File: src/rtl/qam_readout_arbiter.sv
// rtl/qam_readout_arbiter.sv - round-robin read-out of two QAM demapper FIFOs onto one host port
// One channel is granted at a time and drained for up to BURST_LEN symbols.
module qam_readout_arbiter #(
  parameter int DATA_W    = 4,
  parameter int BURST_LEN = 8
) (
  input  logic              dclk,
  input  logic              reset,
  input  logic              enable,
  input  logic              ch0_available,
  input  logic              ch0_rdempty,
  output logic              ch0_rdreq,
  input  logic [DATA_W-1:0] ch0_q,
  input  logic              ch1_available,
  input  logic              ch1_rdempty,
  output logic              ch1_rdreq,
  input  logic [DATA_W-1:0] ch1_q,
  output logic [1:0]        grant,
  output logic [DATA_W-1:0] host_data,
  output logic              host_ch,
  output logic              host_valid,
  input  logic              host_ready,
  output logic              burst_done,
  output logic [7:0]        burst_count
);

  typedef enum logic [2:0] {IDLE, READ, FETCH, HOLD, DONE} state_t;

  localparam logic [7:0] BURST_MAX = 8'(BURST_LEN);

  state_t              state;
  logic                rr_last;
  logic                gidx;
  logic                g_empty;
  logic [DATA_W-1:0]   g_q;
  logic                rd_go;

  assign gidx    = grant[1];
  assign g_empty = gidx ? ch1_rdempty : ch0_rdempty;
  assign g_q     = gidx ? ch1_q : ch0_q;

  // The read strobe is decoded from the READ state so the FIFO word lands
  // one cycle later, exactly when FETCH captures it.
  assign rd_go     = (state == READ) && enable && !g_empty;
  assign ch0_rdreq = rd_go && grant[0];
  assign ch1_rdreq = rd_go && grant[1];

  always_ff @(posedge dclk) begin
    if (reset) begin
      state       <= IDLE;
      grant       <= 2'b00;
      host_valid  <= 1'b0;
      host_data   <= '0;
      host_ch     <= 1'b0;
      burst_done  <= 1'b0;
      burst_count <= 8'd0;
      rr_last     <= 1'b1;
    end else begin
      burst_done <= 1'b0;
      case (state)
        IDLE: begin
          grant <= 2'b00;
          if (enable && (ch0_available || ch1_available)) begin
            if (ch0_available && ch1_available)
              grant <= rr_last ? 2'b01 : 2'b10;
            else if (ch0_available)
              grant <= 2'b01;
            else
              grant <= 2'b10;
            burst_count <= 8'd0;
            state       <= READ;
          end
        end
        READ: begin
          if (rd_go) begin
            state <= FETCH;
          end else begin
            burst_done <= 1'b1;
            state      <= DONE;
          end
        end
        FETCH: begin
          host_data  <= g_q;
          host_ch    <= gidx;
          host_valid <= 1'b1;
          state      <= HOLD;
        end
        HOLD: begin
          if (host_ready) begin
            host_valid  <= 1'b0;
            burst_count <= burst_count + 8'd1;
            if (burst_count + 8'd1 == BURST_MAX) begin
              burst_done <= 1'b1;
              state      <= DONE;
            end else begin
              state <= READ;
            end
          end
        end
        DONE: begin
          rr_last <= gidx;
          grant   <= 2'b00;
          state   <= IDLE;
        end
        default: state <= IDLE;
      endcase
    end
  end

endmodule
File: config.mk
export PLATFORM = sky130hd
export DESIGN_NAME = qam_readout_arbiter
export DESIGN_NICKNAME = d
export VERILOG_FILES = /design/src/rtl/qam_readout_arbiter.sv
export SDC_FILE = /design/constraint.sdc
export NUM_CORES = 1
export LEC_CHECK = 0
export BUFFER_PORTS_ARGS = -buffer_cell sky130_fd_sc_hd__buf_2
export CAP_MARGIN = 40
export CORE_ASPECT_RATIO = 1.25
export CORE_UTILIZATION = 45
export DETAILED_ROUTE_END_ITERATION = 10
export PLACE_DENSITY = 0.8
export SETUP_SLACK_MARGIN = 0.3
export SLEW_MARGIN = 10
export SYNTH_ARGS = -nofsm -noshare
export SYNTH_HDL_FRONTEND = slang
export SYNTH_SLANG_ARGS = --single-unit
File: constraint.sdc
create_clock -name dclk -period 1.57 [get_ports dclk]
set_input_delay 0 -clock dclk [delete_from_list [all_inputs] [get_ports dclk]]
set_output_delay 0 -clock dclk [all_outputs]
set_load 0.03 [all_outputs]
==> flow_summary.ini <==
[synthesis]
syn_area_per_cell_um2 = 8.29
synth_fa_ha_area_frac = 0.0222
synthSimpleGateAreaFrac = 0.250
ys_async_sr_fraction = 0
synth_seq_cells = 21
synth_edf_count = 0
synth_compound_area_frac = 0.219
synth_top_family_by_area = simple AND/OR/NAND/NOR gates
synthMuxAreaShare = 0.0533
ys_warn_count = 0
synth_nets = 154
yosysUniqueCellTypes = 41
syn_inst = 136
ys.flop_type = dfxtp_1
synth_xor_area_frac = 0.0233
netlist_area_um2 = 1130
ys_seq_area_frac = 0.373

[global_routing]
grtUsageTotal = 0.238
grt_overflow = 0
grt_pass1_wl_um = 4580
grt_antenna_before_repair = 0
grt_max_degree = 23
grt_pass1_vias = 1145

[sta]
rsz0062_at_grt = yes
finalMaxSlewViolations = 0
finalSetupViolCount = 0
period_share = 0.945
hold_viol_final = 0
clock_skew_ns = 0.00881
fin_ws_ns = 0.0859
max_freq_ghz = 0.674
setup-tns-final_ns = 0
worst_slew_pin_slew_ns = 0.425
max-slew-margin-rel = 0.717
fin_crit_ns = 1.48

[finish]
fin_area_um2 = 1660
seq_area_um2 = 449
nFillCells = 169
drive_above_1_share = 0.500
nets = 201
syn_to_final_growth_pct = 46.8
fin_util = 0.725
num_antenna_cells = 0
final_common_cell = buf_2
multi_input_area_um2 = 782
mostFrequentLayoutCells = buf_2 (32), buf_4 (16), nor2_1 (13)

[placement]
io_buffers = 34
preCtsSetupSlack_ns = 0.0449
post_dp_cell_area_um2 = 1430
place_congestion = 0.826
hpwl_um = 1990

[setup_path]
crit_type = reg -> reg
crit_fanout = 8
worstPathRequired_ns = 1.82
critPathLaunchType = register
end_kind = register
cp.arrival_ns = 1.74

[pwr]
design_power_total_mw = 0.995
ir_worst_vdd_uv = 733
powerDensity_nw_per_um2 = 601
p_leak_nw = 0.662

[floorplanning]
core_area_um2 = 2280
boundaryPins = 35
die_x_um = 46.8
dieArea_um2 = 2710
start_util = 0.494
num_rows = 19
dieHeight_um = 58.0

[routing]
first_iter_violations = 10
first_pass_iters = 4
drt-total-wl_um = 3080
drc = 0
num_vias = 1210
antenna_left = 0
viasPerCell = 5.68
wl_per_cell_um = 14.4

[cts]
cts_tree = done
cts_inserted_buffers = 3
clock_sinks = 21
clk_path_buf_depth = 2
clk_pin_slew_ns = 0.12
root_buffer = clkbuf_4
cts_max_level = 1
clk_latency_ns = 0.32

[run]
cap_viol_max_count = 0

[min_path]
hp-class = in -> reg

[run_status]
status = completed
[synth_stat cells (2+ instances only)]
master / number / area share
inv_1: 4 / 0.013
o41ai_1: 2 / 0.016
a211oi_1: 6 / 0.040
nor2_1: 15 / 0.050
nand2_1: 9 / 0.030
xnor2_1: 2 / 0.016
and3_1: 3 / 0.017
ha_1: 2 / 0.022
nor3b_1: 3 / 0.020
a31oi_1: 2 / 0.011
dfxtp_1: 21 / 0.37
nand3_1: 3 / 0.013
clkbuf_1: 6 / 0.020
nor2b_1: 4 / 0.022
a21oi_1: 11 / 0.049
o21ai_0: 7 / 0.031
mux2i_1: 6 / 0.053
buf_2: 2 / 0.0089
nor4_1: 2 / 0.011
nor3_1: 3 / 0.013
nand3b_1: 3 / 0.020
[timing repair]
action	in CTS	in global routing
hold endpoints to repair	2	0
endpoints found under the setup margin	19	22
gates resized for setup	16	13
buffers inserted	5	5
pin swaps	11	6
hold buffers	1	0
[through the flow]
stage	hold WS [ns]	instances
2_1_floorplan	0.101	136
3_3_place_gp	0.331	198
3_5_place_dp	0.336	198
4_1_cts	0.00708	208
5_1_grt	0.00373	213
6_report	0.00699	213
[final cells by class]
cell class	instances	area share
multi-input combinational	100	0.472
tap	31	0.0234
timing repair buffer	53	0.208
sequential	21	0.271
clock buffer	4	0.0159
inverter	4	0.00907
[state kept, by name, summed over array words and instances, names as in the netlist]
| name | cells |
|---|---|
| burst_count | 8 |
| host_data | 4 |
| state | 3 |
| grant | 2 |
| burst_done | 1 |
| host_ch | 1 |
| host_valid | 1 |
| rr_last | 1 |
[power by group]
group	internal [mW]	total [mW]	switching, mW	leakage, nW
Sequential	0.537	0.549	0.0117	0.177
Combinational	0.0816	0.169	0.0875	0.470
Clock	0.0996	0.277	0.177	0.0150
[cells by family after synthesis]
family / after synthesis
AND/OR/NAND/NOR: 52
AO/OA/AOI/OAI: 37
flip-flops: 21
buffers and inverters: 15
multiplexers: 6
XOR/XNOR: 3
adder cells (fa/ha/maj): 2
[critical path, stage by stage (launching register included)]
cell and delay (ns):
dfxtp_4 0.40, o41a_1 0.43, or4b_1 0.47, a21oi_1 0.13
[final timing paths]
path                startpoint             end  slack (ns)  depth (start not counted)
hold reg to reg   host_data[2]    host_data[2]        0.51                          2
setup reg to reg      state[2]  burst_count[2]        0.09                          3
setup / recovery      state[2]  burst_count[2]        0.09                          3
hold / removal        ch0_q[2]    host_data[2]       0.007                          3
[metal layers]
| layer | global-route usage | part of all wire | routed length (um) | up-vias |
|---|---|---|---|---|
| met2 | 0.413 | 0.54 | 1670 | 39 |
| met1 | 0.241 | 0.39 | 1210 | 581 |
| met4 | 0.163 | 0.030 | 93 | 0 |
| met5 | 0 | 0 | 0 | - |
| li1 | - | - | - | 582 |
| met3 | 0.0467 | 0.032 | 97 | 8 |
No activity file was read; power rests on OpenSTA's default activity.
